`src/rtl/dvp_rx_pkg.sv`:
```
// Shared definitions for the pixel capture path: AXI response codes, the
// burst-writer state encoding and the AWSIZE helper.
package dvp_rx_pkg;

  localparam logic [1:0] RESP_OKAY   = 2'b00;
  localparam logic [1:0] RESP_SLVERR = 2'b10;

  typedef enum logic [2:0] {
    ST_IDLE      = 3'd0,
    ST_WAIT_DATA = 3'd1,
    ST_ADDR      = 3'd2,
    ST_DATA      = 3'd3,
    ST_RESP      = 3'd4
  } state_t;

  // AWSIZE encoding is log2 of the bytes per beat; DATA_W must be 8..1024.
  function automatic logic [2:0] calc_awsize(input int unsigned data_w);
    logic [2:0] size_v;
    size_v = 3'd0;
    for (int i = 0; i < 8; i++) begin
      if ((32'd8 << i) == data_w) begin
        size_v = 3'(i);
      end else begin
        size_v = size_v;
      end
    end
    return size_v;
  endfunction

endpackage

```
`src/rtl/pixel_axi_burst_writer.sv`:
```
// Drains the processed-pixel FIFO into the frame buffer as fixed-length AXI4
// INCR write bursts, one burst outstanding at a time.
module pixel_axi_burst_writer
  import dvp_rx_pkg::*;
#(
  parameter int DATA_W            = 32,
  parameter int ADDR_W            = 32,
  parameter int MST_ID_W          = 5,
  parameter int TRANS_DATA_LEN_W  = 8,
  parameter int TRANS_DATA_SIZE_W = 3,
  parameter int TRANS_RESP_W      = 2,
  parameter int BURST_LEN         = 16,
  parameter int FIFO_CNT_W        = 6,
  parameter int FRAME_W           = 20,
  parameter int AXI_ID            = 0
) (
  input  logic                         clk_i,
  input  logic                         rst_i,
  input  logic                         en_i,
  input  logic [ADDR_W-1:0]            base_addr_i,
  input  logic [FRAME_W-1:0]           frame_words_i,
  input  logic                         frame_start_i,
  input  logic                         err_clr_i,
  input  logic [DATA_W-1:0]            fifo_data_i,
  input  logic [FIFO_CNT_W-1:0]        fifo_cnt_i,
  output logic                         fifo_rd_o,
  output logic [MST_ID_W-1:0]          s_awid_o,
  output logic [ADDR_W-1:0]            s_awaddr_o,
  output logic [TRANS_DATA_LEN_W-1:0]  s_awlen_o,
  output logic [TRANS_DATA_SIZE_W-1:0] s_awsize_o,
  output logic                         s_awvalid_o,
  input  logic                         s_awready_i,
  output logic [DATA_W-1:0]            s_wdata_o,
  output logic                         s_wlast_o,
  output logic                         s_wvalid_o,
  input  logic                         s_wready_i,
  input  logic [MST_ID_W-1:0]          s_bid_i,
  input  logic [TRANS_RESP_W-1:0]      s_bresp_i,
  input  logic                         s_bvalid_i,
  output logic                         s_bready_o,
  output logic                         busy_o,
  output logic                         frame_done_o,
  output logic                         frame_drop_o,
  output logic                         err_o
);

  localparam int BURST_SHIFT = $clog2(BURST_LEN);
  localparam int BEAT_W      = (BURST_SHIFT > 0) ? BURST_SHIFT : 1;

  localparam logic [ADDR_W-1:0]  BURST_BYTES = ADDR_W'(BURST_LEN * (DATA_W / 8));
  localparam logic [BEAT_W-1:0]  LAST_BEAT   = BEAT_W'(BURST_LEN - 1);
  localparam logic [BEAT_W-1:0]  BEAT_ONE    = BEAT_W'(1);
  localparam logic [BEAT_W-1:0]  BEAT_ZERO   = {BEAT_W{1'b0}};
  localparam logic [FRAME_W-1:0] ONE_BURST   = FRAME_W'(1);
  localparam logic [31:0]        BURST_LEN_U = 32'(BURST_LEN);

  state_t              state_r, state_s;
  logic [ADDR_W-1:0]   addr_r, addr_s;
  logic [BEAT_W-1:0]   beat_r, beat_s;
  logic [FRAME_W-1:0]  remaining_r, remaining_s;
  logic                err_r, err_s;
  logic                done_r, done_s;

  logic                fifo_ready_s;
  logic                b_hs_s;
  logic                bad_resp_s;

  assign fifo_ready_s = (32'(fifo_cnt_i) >= BURST_LEN_U);
  assign b_hs_s       = (state_r == ST_RESP) && s_bvalid_i;
  assign bad_resp_s   = (s_bresp_i != TRANS_RESP_W'(RESP_OKAY)) ||
                        (s_bid_i != MST_ID_W'(AXI_ID));

  // Next-state, counter and sticky-error logic.
  always_comb begin
    state_s     = state_r;
    addr_s      = addr_r;
    beat_s      = beat_r;
    remaining_s = remaining_r;
    done_s      = 1'b0;

    // A new bad response outranks a same-cycle clear.
    if (b_hs_s && bad_resp_s) begin
      err_s = 1'b1;
    end else if (err_clr_i) begin
      err_s = 1'b0;
    end else begin
      err_s = err_r;
    end

    case (state_r)
      ST_IDLE: begin
        if (frame_start_i && en_i) begin
          addr_s      = base_addr_i;
          remaining_s = frame_words_i >> BURST_SHIFT;
          beat_s      = BEAT_ZERO;
          state_s     = ST_WAIT_DATA;
        end else begin
          state_s = ST_IDLE;
        end
      end

      ST_WAIT_DATA: begin
        if (fifo_ready_s) begin
          beat_s  = BEAT_ZERO;
          state_s = ST_ADDR;
        end else if (!en_i) begin
          state_s = ST_IDLE;
        end else begin
          state_s = ST_WAIT_DATA;
        end
      end

      ST_ADDR: begin
        if (s_awready_i) begin
          beat_s  = BEAT_ZERO;
          state_s = ST_DATA;
        end else begin
          state_s = ST_ADDR;
        end
      end

      ST_DATA: begin
        if (s_wready_i) begin
          if (beat_r == LAST_BEAT) begin
            beat_s  = BEAT_ZERO;
            state_s = ST_RESP;
          end else begin
            beat_s  = beat_r + BEAT_ONE;
            state_s = ST_DATA;
          end
        end else begin
          state_s = ST_DATA;
        end
      end

      ST_RESP: begin
        if (s_bvalid_i) begin
          addr_s      = addr_r + BURST_BYTES;
          remaining_s = remaining_r - ONE_BURST;
          if (remaining_r == ONE_BURST) begin
            done_s  = 1'b1;
            state_s = ST_IDLE;
          end else if (!en_i) begin
            state_s = ST_IDLE;
          end else begin
            state_s = ST_WAIT_DATA;
          end
        end else begin
          state_s = ST_RESP;
        end
      end

      default: begin
        state_s = ST_IDLE;
      end
    endcase
  end

  // State and counter registers with synchronous reset.
  always_ff @(posedge clk_i) begin
    if (rst_i) begin
      state_r     <= ST_IDLE;
      addr_r      <= {ADDR_W{1'b0}};
      beat_r      <= BEAT_ZERO;
      remaining_r <= {FRAME_W{1'b0}};
      err_r       <= 1'b0;
      done_r      <= 1'b0;
    end else begin
      state_r     <= state_s;
      addr_r      <= addr_s;
      beat_r      <= beat_s;
      remaining_r <= remaining_s;
      err_r       <= err_s;
      done_r      <= done_s;
    end
  end

  assign s_awid_o     = MST_ID_W'(AXI_ID);
  assign s_awlen_o    = TRANS_DATA_LEN_W'(BURST_LEN - 1);
  assign s_awsize_o   = TRANS_DATA_SIZE_W'(calc_awsize(DATA_W));
  assign s_awaddr_o   = addr_r;
  assign s_awvalid_o  = (state_r == ST_ADDR);

  // Write data is the FIFO head directly; the pop is the W handshake itself.
  assign s_wdata_o    = fifo_data_i;
  assign s_wvalid_o   = (state_r == ST_DATA);
  assign s_wlast_o    = (state_r == ST_DATA) && (beat_r == LAST_BEAT);
  assign fifo_rd_o    = s_wvalid_o && s_wready_i;

  assign s_bready_o   = (state_r == ST_RESP);

  assign busy_o       = (state_r != ST_IDLE);
  assign frame_done_o = done_r;
  assign frame_drop_o = frame_start_i && (state_r != ST_IDLE);
  assign err_o        = err_r;

endmodule

```
`config.mk`:
```
export PLATFORM = sky130hd
export DESIGN_NAME = pixel_axi_burst_writer
export DESIGN_NICKNAME = d
export VERILOG_FILES = /design/src/rtl/dvp_rx_pkg.sv /design/src/rtl/pixel_axi_burst_writer.sv
export SDC_FILE = /design/constraint.sdc
export NUM_CORES = 1
export LEC_CHECK = 0
export BUFFER_PORTS_ARGS = -buffer_cell sky130_fd_sc_hd__buf_2
export CAP_MARGIN = 10
export CELL_PAD_IN_SITES_DETAIL_PLACEMENT = 1
export CELL_PAD_IN_SITES_GLOBAL_PLACEMENT = 1
export CORE_AREA = 2 2 135 98
export DETAILED_ROUTE_END_ITERATION = 8
export DIE_AREA = 0 0 137 100
export GPL_TIMING_DRIVEN = 0
export HOLD_SLACK_MARGIN = 0.15
export PLACE_DENSITY = 0.86
export REMOVE_ABC_BUFFERS = 1
export SETUP_SLACK_MARGIN = 0.1
export SLEW_MARGIN = 10
export SYNTH_ARGS = -nofsm -noshare
export SYNTH_HDL_FRONTEND = slang
export SYNTH_SLANG_ARGS = --single-unit
export TNS_END_PERCENT = 30
```
`constraint.sdc`:
```
create_clock -name clk_i -period 2.65 [get_ports clk_i]
set_input_delay 0.53 -clock clk_i [delete_from_list [all_inputs] [get_ports clk_i]]
set_output_delay 0.53 -clock clk_i [all_outputs]
set_load 0.02 [all_outputs]
```
==> results by group, run 1 <==
Place
  • GPL Wtd Cong: 0.833
  • Setup WS pre-CTS: -0.956 ns
  • Placed wire-length estimate: 10,200 um
  • Placed cells: 724
  • IO buf count: ~110

Route
  • Drt drc: 0
  • Starting DRT DRC Count: 150
  • Wire length per cell: 19.9 um
  • DRT Wirelength: 14,800 um
  • Vias/cell: about 5.7
  • Via count: 4,193
  • Drt pass-1 iters: 4
  • Post-DRT Antenna Nets: 0

Floorplanning
  • IO Count: 194
  • Die area: 13,700 um2
  • Core ar.: 12,600 um2
  • Die height: about 100 um
  • Initial Utilization: 0.308
  • Row count: 35
  • DIE WIDTH: ~140 um

Critical path
  • Setup CP Type: reg -> out
  • Worst r2r dst: remaining_r[15]
  • Worst Path Required: roughly 2.1 ns
  • Crit path launch type: flip-flop
  • Worst reg2reg path depth: 4
  • Setup slack, reg-to-reg: 0.24 ns
  • Crit-path max FO: 61
  • Critical R2R Launch: remaining_r[4]
  • Critical Path End Type: output pin
  • Crit path DAT: 1.92 ns

Timing
  • Worst slew pin tran: 0.820 ns
  • Fin crit period: 2.45 ns
  • Finish-stage setup viols: 0
  • Tcrit/Tclk final: 0.923
  • Post-route worst setup slack: 0.203 ns
  • Slew margin rel.: 0.453
  • Final number of hold-violating endpoints: 0
  • Fin Clk Skew: 0.00478 ns
  • Setup TNS Final: 0 ns
  • Fmax: 409 MHz
  • Slew Viols, Final: 0
  • RSZ-0062 raised after global routing: no

Power and ir drop
  • P_sw: 749 uW
  • Leak: 1.88 nW
  • Pint: roughly 1.8 mW
  • Worst VDD drop: approximately 0.31 mV
  • PD cells: 559 nW/um2
  • Flop pwr share: 0.404
  • Comb power frac: 0.175
  • Switch share: 0.293
  • Clk network pwr share: 0.421

Yosys
  • YS warnings: 0
  • Post-synthesis sequential area ratio: 0.314
  • Ys flop type: dfxtp_1
  • Post-synth EDFFs: 0
  • Largest area contributor in the netlist: dfxtp_1
  • Synth cell types: 58
  • Ys async rst share: 0
  • Synth Instances: around 520
  • Synthesized area per cell: roughly 7.5 um2
  • Top-area cell type share of the netlist area: 0.314
  • FF+latch count, synth: ~60
  • Synth area leaders: dfxtp_1, buf_4, a21oi_1
  • Cell area after synthesis: 3880 um2

Hold path
  • Worst Hold Class: in -> reg
  • Min-delay src: base_addr_i[4]
  • Worst hold stages: 3
  • Hold worst-path end: s_awaddr_o[4]

Finish
  • Area delta synth->final: 17.8%
  • Most frequent cells in the layout: buf_2, dfxtp_1, nor2_1
  • Antenna Cells: 0
  • Post-Layout Cell Count: 742
  • Fill count: 1,593
  • Commonest non-fill, non-tap cell in the layout: buf_2
  • Share of layout cells above drive strength 1: 0.245
  • Final nets: 682

Global routing
  • Initial antenna violation count: 0
  • Largest net degree at the start of global routing: 66
  • Overflow after GRT: 0
  • Vias in the first global route: 4,284
  • Tot GR Track Use: 0.214
  • Wire length of the first global-routing pass: 22,800 um

Run
  • Max-cap violations: 0

Clocking
  • Clock root cell: clkbuf_16
  • TritonCTS clock tree: built
  • TritonCTS Sinks: 61
  • Clk slew on worst S/H paths: 0.05 ns
  • Maximum level of the CTS H-tree: 3
  • CTS Buf Count: 9
  • Clk_lat worst skew: 0.33 ns
  • Clk buf depth: 2

Run status
  • Run status: completed
-- synthesized netlist by cell type, types with 9 or more instances --
cell type	number
dfxtp_1	61
a21oi_1	41
a2bb2oi_1	10
nand3_1	20
nand2_1	44
buf_4	48
clkbuf_1	32
a31oi_1	9
a22oi_1	9
nor4_1	11
nor2_1	54
inv_1	9
nor3_1	25
o21ai_0	30
-- sequential cells by signal (all words and copies together) (netlist names) --
name,flops
err_o,1
remaining_r,20
frame_done_o,1
state_r,3
s_awaddr_o,32
beat_r,4
-- stage by stage --
step / util / instance area, um2 / power (mW) / hold slack, ns
CTS: 0.360 / 4540 / 2.57 / 0.434
global placement: 0.330 / 4170 / 1.45 / 0.441
detailed placement: 0.336 / 4240 / 1.49 / 0.453
finish: 0.363 / 4570 / 2.56 / 0.442
global route: 0.363 / 4570 / 2.67 / 0.438
floorplan: - / 3430 / 1.29 / 0.452
-- metal layers --
metal | up-vias | track usage | routed length, um
met5 | - | 0.0222 | 0
met4 | 0 | 0.0460 | 189
met3 | 18 | 0.0934 | 1430
met2 | 171 | 0.340 | 6770
met1 | 2062 | 0.267 | 6410
li1 | 1942 | - | -
-- cell families after synthesis --
logic type / Yosys count / synth area share
muxes: 7 / 0.0184
adders and majority gates: 4 / 0.0129
other: 2 / 0.00193
xor gates and xnor gates: 4 / 0.00902
DFF: 61 / 0.314
AOI/OAI and AO/OA: 138 / 0.229
buffers and inverters: 95 / 0.139
and+or+nand+nor: 210 / 0.275
-- worst max-delay path: stages, from the launching register on --
cell,delay [ns]
dfxtp_2,0.45
or3b_4,0.44
buf_12,0.21
clkinv_4,0.24
buf_2,0.22
-- area by class of cell --
cell class	count	area, um2	share of cell area
Multi-Input combinational cell	380	2220	0.486
Clock inverter	2	10.0	0.00219
Sequential cell	61	1220	0.268
Tap cell	166	208	0.0454
Inverter	10	42.5	0.00930
Timing Repair Buffer	111	609	0.133
Clock buffer	12	256	0.0561
-- repair_timing --
action,CTS,global route
endpoints found under the setup margin,34,16
hold buffers,0,0
pin swaps,1,1
gates resized for setup,6,3
gates cloned,1,0
buffers inserted,1,2
-- power groups by stage --
| stage | combinational (mW) | sequential [mW] | clock (mW) |
|---|---|---|---|
| finish | 0.447 | 1.03 | 1.08 |
| global route | 0.490 | 1.04 | 1.14 |
| CTS | 0.445 | 1.03 | 1.09 |
| detailed placement | 0.441 | 1.05 | 0 |
| global placement | 0.414 | 1.04 | 0 |
| floorplan | 0.229 | 1.07 | 0 |
-- worst max-delay path by stage --
| stage | from | cells past startpoint | to |
|---|---|---|---|
| 4_1_cts | state_r[2] | 6 | remaining_r[14] |
| 2_1_floorplan | en_i | 5 | remaining_r[11] |
| 3_3_place_gp | en_i | 6 | remaining_r[14] |
| 5_1_grt | state_r[0] | 4 | s_bready_o |
| 3_5_place_dp | state_r[0] | 6 | remaining_r[15] |
| 6_report | state_r[2] | 4 | s_bready_o |
No activity file was read; power rests on OpenSTA's default activity.
==> run 2, diff against run 1 <==
--- a/config.mk
+++ b/config.mk
@@ -5,18 +5,20 @@
 export SDC_FILE = /design/constraint.sdc
 export NUM_CORES = 1
 export LEC_CHECK = 0
+export ABC_AREA = 1
 export BUFFER_PORTS_ARGS = -buffer_cell sky130_fd_sc_hd__buf_2
 export CAP_MARGIN = 10
 export CELL_PAD_IN_SITES_DETAIL_PLACEMENT = 1
 export CELL_PAD_IN_SITES_GLOBAL_PLACEMENT = 1
-export CORE_AREA = 2 2 135 98
+export CORE_AREA = 2 2 141 101
 export DETAILED_ROUTE_END_ITERATION = 8
-export DIE_AREA = 0 0 137 100
+export DIE_AREA = 0 0 143 103
 export GPL_TIMING_DRIVEN = 0
 export HOLD_SLACK_MARGIN = 0.15
-export PLACE_DENSITY = 0.86
+export PLACE_DENSITY = 0.87
 export REMOVE_ABC_BUFFERS = 1
 export SETUP_SLACK_MARGIN = 0.1
+export SKIP_LAST_GASP = 1
 export SLEW_MARGIN = 10
 export SYNTH_ARGS = -nofsm -noshare
 export SYNTH_HDL_FRONTEND = slang
==> results by group, run 2 <==
Run status
  • Run status: completed

Hold path
  • Min-delay src: base_addr_i[0]
  • Worst Hold Class: in -> reg
  • Worst hold stages: 3
  • Hold worst-path end: s_awaddr_o[0]

Timing
  • Fin crit period: 2.34 ns
  • Slew Viols, Final: 0
  • Slew margin rel.: 0.484
  • Min Hold Slack: 0.436 ns
  • RSZ-0062 raised after global routing: yes
  • Worst slew pin tran: 0.774 ns
  • Final number of hold-violating endpoints: 0
  • Tcrit/Tclk final: 0.883
  • Fmax: 427 MHz
  • Finish-stage setup viols: 0
  • Fin Clk Skew: 0.00590 ns

Critical path
  • Crit path max-delay family: buffers and inverters
  • Setup slack, reg-to-reg: 0.37 ns
  • Crit path launch: state_r[1]
  • Critical R2R Launch: state_r[1]
  • Crit path DAT: between 1.5 and 2 ns
  • Critical Path End Type: output pin
  • Worst r2r dst: remaining_r[16]
  • Crit path largest cell delay: 0.36 ns
  • Crit-path max FO: 37
  • CP max stage cell: inv_4
  • CP Cell Sequence: nor2_4 > nand2_4 > inv_4 > buf_2
  • Worst reg2reg path depth: 8
  • Worst Path Required: 2.12 ns
  • CP Buf/Inv Count: 2
  • Crit path launch type: flip-flop
  • Setup CP Type: reg -> out

Yosys
  • Synthesized area per cell: about 6.4 um2
  • Most common cell in the netlist: nand2_1
  • Synth area leaders: dfxtp_1, nand2_1, buf_4
  • Ys async rst share: 0
  • FF+latch count, synth: 61
  • Ys flop type: dfxtp_1
  • Synth Instances: 657
  • Post-synth EDFFs: 0
  • Synth cell types: 39
  • Largest area contributor in the netlist: dfxtp_1
  • Top-area cell type share of the netlist area: 0.290
  • Post-synthesis sequential area ratio: 0.290
  • Top cells by count, synth: nand2_1, nor2_1, a21oi_1
  • YS warnings: 0
  • Cell area after synthesis: 4210 um2

Finish
  • Area delta synth->final: 16.1%
  • Final nets: 825
  • Commonest non-fill, non-tap cell in the layout: nand2_1
  • Share of layout cells above drive strength 1: 0.201
  • Antenna Cells: 0
  • Post-Layout Cell Count: 911
  • Fin util: 0.360
  • Largest register FFs: 32
  • Most frequent cells in the layout: nand2_1, buf_2, nor2_1

Global routing
  • Tot GR Track Use: 0.202
  • Initial antenna violation count: 0
  • Largest net degree at the start of global routing: 51
  • Wire length of the first global-routing pass: approximately 23,000 um
  • Overflow after GRT: 0
  • Vias in the first global route: about 4,300

Clocking
  • Clk buf depth: 2
  • Clk slew on worst S/H paths: 0.05 ns
  • TritonCTS clock tree: built
  • TritonCTS Sinks: 61
  • Maximum level of the CTS H-tree: 3
  • Clock root cell: clkbuf_16
  • CTS Buf Count: 9
  • Post-CTS Setup Bufs: 0
  • Clk_lat worst skew: 0.32 ns

Floorplanning
  • Row count: 36
  • Die height: 103 um
  • Core ar.: roughly 14,000 um2
  • Initial Utilization: 0.310
  • DIE WIDTH: about 140 um
  • IO Count: 194
  • Die area: 14,700 um2

Route
  • Wire length per cell: 16.1 um
  • Post-DRT Antenna Nets: 0
  • Drt drc: 0
  • DRT Wirelength: between 10,000 and 15,000 um
  • Drt pass-1 iters: 5
  • Vias/cell: 4.91
  • Starting DRT DRC Count: 231
  • Via count: 4,476

Power and ir drop
  • Comb power frac: 0.199
  • Pint: 2.00 mW
  • Switch share: 0.308
  • PD cells: 593 nW/um2
  • Leak: 2.18 nW
  • Flop pwr share: 0.367
  • Worst VDD drop: 0.280 mV
  • Clk network pwr share: 0.434
  • P_sw: between 800 and 900 uW

Place
  • Placed wire-length estimate: between 10,000 and 15,000 um
  • IO buf count: 105
  • GPL Wtd Cong: 0.880
  • Placed cells: between 800 and 900

Run
  • Max-cap violations: 0
-- run 2: cell types whose count changed in the layout (fill, tap and decap cells not counted), moves of 18 or more --
| cell | change |
|---|---|
| nand3_1 | +18 |
| a21oi_1 | +26 |
| nand2_1 | +75 |
| nor2_1 | +49 |
| o21ai_0 | +27 |
| inv_1 | +44 |
-- run 2: per-stage QoR --
| stage | TNS, ns | worst slack, ns | cell area, um2 | power (mW) |
|---|---|---|---|---|
| floorplan | 0 | 0.229 | 3750 | 1.44 |
| global route | 0 | 0.0834 | 4890 | 3.05 |
| finish | 0 | 0.309 | 4890 | 2.90 |
| CTS | 0 | 0.107 | 4880 | 2.94 |
| detailed placement | 0 | 0.331 | 4570 | 1.65 |
| global placement | -34.14 | -1.12 | 4510 | 1.63 |
-- run 2: worst max path at each step --
stage / slack (ns) / end / cells past startpoint
3_5_place_dp: 0.33 / remaining_r[16] / 8
3_3_place_gp: -1.12 / s_awaddr_o[24] / 6
2_1_floorplan: 0.23 / remaining_r[19] / 8
4_1_cts: 0.11 / s_bready_o / 4
5_1_grt: 0.08 / remaining_r[9] / 9
6_report: 0.31 / s_bready_o / 4
-- run 2: final cells by class --
cell class,count,area [um2]
well taps,190,238
repair buffers,107,573
fillers,1810,8670
multi-input cells,480,2320
clock buffers,10,229
inverters,57,219
flip-flops and latches,61,1220
clock inverters,6,87.6
-- run 2: tightest hold or removal path, cell delays in order --
cell and delay, ns:
buf_2 0.07, nor2_1 0.03, nor2_1 0.08
-- run 2: power groups by stage --
stage | combinational (mW) | clock [mW] | sequential, mW
3_5_place_dp | 0.575 | 0 | 1.08
2_1_floorplan | 0.328 | 0 | 1.11
3_3_place_gp | 0.554 | 0 | 1.08
6_report | 0.576 | 1.26 | 1.06
5_1_grt | 0.647 | 1.33 | 1.07
4_1_cts | 0.578 | 1.30 | 1.06
-- run 2: cell families after synthesis --
kind of cell | synth area share
buf+inv | 0.173
fa+ha+maj | 0.0119
xor+xnor | 0.0229
flops | 0.290
simple gates | 0.313
other cells | 0.00178
compound gates | 0.187
-- run 2: routing by layer --
layer,part of all wire,global-route usage
met5,0,0.0164
met4,0.0023,0.0312
met3,0.10,0.0859
met2,0.37,0.266
met1,0.53,0.302
-- run 2: repair_timing --
| item | 4_1_cts | 5_1_grt |
|---|---|---|
| hold buffers | 0 | 0 |
| resized for setup | 0 | 2 |
| endpoints found under the setup margin | 0 | 2 |
==> run 3, diff against run 2 <==
--- a/config.mk
+++ b/config.mk
@@ -5,17 +5,16 @@
 export SDC_FILE = /design/constraint.sdc
 export NUM_CORES = 1
 export LEC_CHECK = 0
-export ABC_AREA = 1
 export BUFFER_PORTS_ARGS = -buffer_cell sky130_fd_sc_hd__buf_2
 export CAP_MARGIN = 10
 export CELL_PAD_IN_SITES_DETAIL_PLACEMENT = 1
 export CELL_PAD_IN_SITES_GLOBAL_PLACEMENT = 1
-export CORE_AREA = 2 2 141 101
+export CORE_AREA = 2 2 131 95
 export DETAILED_ROUTE_END_ITERATION = 8
-export DIE_AREA = 0 0 143 103
+export DIE_AREA = 0 0 133 97
 export GPL_TIMING_DRIVEN = 0
 export HOLD_SLACK_MARGIN = 0.15
-export PLACE_DENSITY = 0.87
+export PLACE_DENSITY = 0.91
 export REMOVE_ABC_BUFFERS = 1
 export SETUP_SLACK_MARGIN = 0.1
 export SKIP_LAST_GASP = 1
==> constraint.sdc (replaced) <==
create_clock -name clk_i -period 2.8 [get_ports clk_i]
set_input_delay 0.56 -clock clk_i [delete_from_list [all_inputs] [get_ports clk_i]]
set_output_delay 0.56 -clock clk_i [all_outputs]
set_load 0.02 [all_outputs]
==> results by group, run 3 (synthesized netlist as in run 1, its figures left out) <==
Clocking
  • Clk_lat worst skew: 0.33 ns
  • # hold bufs at CTS: 0
  • Clk slew on worst S/H paths: 0.05 ns
  • Clock root cell: clkbuf_16
  • Clk buf depth: 2
  • CTS Buf Count: 9
  • Post-CTS Setup Bufs: 0
  • Maximum level of the CTS H-tree: 3
  • TritonCTS clock tree: built
  • TritonCTS Sinks: 61

Floorplanning
  • IO Count: 194
  • Die height: between 90 and 100 um
  • Row count: 33
  • DIE WIDTH: 133 um
  • Core ar.: 11,500 um2
  • Initial Utilization: 0.337
  • Die area: 12,900 um2

Hold path
  • Hold worst-path end: s_awaddr_o[1]
  • Worst hold stages: 2
  • Worst Hold Class: reg -> reg
  • Min-delay src: s_awaddr_o[1]

Timing
  • Slew margin rel.: 0.441
  • Tcrit/Tclk final: 0.929
  • Fin Clk Skew: 0.00796 ns
  • Min Hold Slack: between 0.4 and 0.5 ns
  • Setup TNS Final: 0 ns
  • Final number of hold-violating endpoints: 0
  • Slew Viols, Final: 0
  • RSZ-0062 raised after global routing: yes
  • Fmax: 384 MHz
  • Worst slew pin tran: 0.831 ns
  • Fin crit period: about 2.6 ns
  • Finish-stage setup viols: 0

Finish
  • Most frequent cells in the layout: buf_2, dfxtp_1, nor2_1
  • Finished Cell Area: 4560 um2
  • Share of layout cells above drive strength 1: 0.242
  • Largest register FFs: 32
  • Area delta synth->final: 17.5%
  • Fin util: 0.396
  • Antenna Cells: 0
  • Register Area: 1220 um2
  • Footprint of the multi-input gates: 2210 um2
  • Fill count: 1,444
  • Final nets: 679
  • Commonest non-fill, non-tap cell in the layout: buf_2

Global routing
  • Largest net degree at the start of global routing: 66
  • Wire length of the first global-routing pass: 22,100 um
  • Global-route met3 utilization: 0.0865
  • Vias in the first global route: 4,114
  • Tot GR Track Use: 0.214
  • Overflow after GRT: 0
  • Met1 usage: 0.280
  • Gr busiest metal: met2
  • Initial antenna violation count: 0
  • Met2 usage: 0.325

Place
  • Placed wire-length estimate: 9480 um
  • GPL Wtd Cong: 0.879
  • IO buf count: 105
  • Placed Instance Area: 4230 um2

Critical path
  • Worst reg2reg path depth: 6
  • Worst r2r dst: s_awaddr_o[30]
  • CP max stage cell: dfxtp_2
  • Crit path DAT: approximately 2 ns
  • Worst Path Required: about 2.2 ns
  • Setup CP Type: reg -> out
  • Critical R2R Launch: s_awaddr_o[6]
  • Setup slack, reg-to-reg: approximately 0.36 ns
  • Crit-path max FO: between 40 and 50
  • Crit path launch type: flip-flop
  • CP Cell Sequence: or3b_4 > buf_12 > clkinv_4 > buf_2
  • Crit path largest cell delay: 0.52 ns
  • Critical Path End Type: output pin

Route
  • Drt pass-1 iters: 4
  • Vias/cell: around 5.6
  • Starting DRT DRC Count: 250
  • DRT Wirelength: 13,700 um
  • Wire length per cell: around 19 um
  • Post-DRT Antenna Nets: 0
  • Via count: 4,123
  • Drt drc: 0

Power and ir drop
  • Total power: 2.52 mW
  • Worst VDD drop: 0.296 mV
  • Leak: around 1.9 nW
  • PD cells: 551 nW/um2

Run status
  • Run status: completed

Run
  • Max-cap violations: 0
-- run 3: cell types whose count changed in the layout (fill, tap and decap cells not counted), sizes merged, moves of 10 or more --
cell,before,now
a2bb2oi,0,10
o21ai,57,30
inv,57,9
a21oi,67,41
nand2,123,44
nand3,39,20
nor2,108,54
nor4,1,13
nor3,11,25
-- run 3: worst max-delay path by stage --
stage          slack, ns       start               to  cells past startpoint
2_1_floorplan      -1.31        en_i  remaining_r[11]                      5
3_3_place_gp       -4.36        en_i  remaining_r[11]                      6
3_5_place_dp       -0.87  state_r[0]  remaining_r[15]                      6
4_1_cts             0.18  state_r[0]       s_bready_o                      4
5_1_grt             0.07  state_r[0]       s_bready_o                      4
6_report            0.20  state_r[0]       s_bready_o                      4
-- run 3: per-layer routing --
metal | vias up | wire length [um]
met5 | - | 0
met4 | 0 | 123
met3 | 12 | 1240
met2 | 171 | 6100
met1 | 2013 | 6250
li1 | 1927 | -
-- run 3: final cells by class --
type	count	share of cell area
sequential	61	0.268
timing repair buffer	108	0.129
tap	157	0.0430
clock inverter	4	0.0104
multi-input combinational	380	0.484
inverter	10	0.00932
clock buffer	11	0.0554
-- run 3: report_power, final --
| part | internal [mW] | switching (mW) |
|---|---|---|
| sequential | 0.915 | 0.0609 |
| clock | 0.728 | 0.397 |
| combinational | 0.159 | 0.255 |
| total | 1.80 | 0.713 |
-- run 3: critical path, delay by kind of cell, from the launching register on --
family | cells | cell delay [ns]
and+or+nand+nor | 1 | 0.41
buffers and inverters | 3 | 0.75
DFF | 1 | 0.52
-- run 3: stage by stage --
step	worst slack, ns	std cells
4_1_cts	0.182	731
2_1_floorplan	-1.31	450
3_3_place_gp	-4.36	712
6_report	0.199	731
5_1_grt	0.0679	731
3_5_place_dp	-0.871	715
-- run 3: repair_timing --
item	in CTS	in global routing
gates resized for setup	6	1
cloned	1	0
endpoints found under the setup margin	32	2
pin swaps	1	0
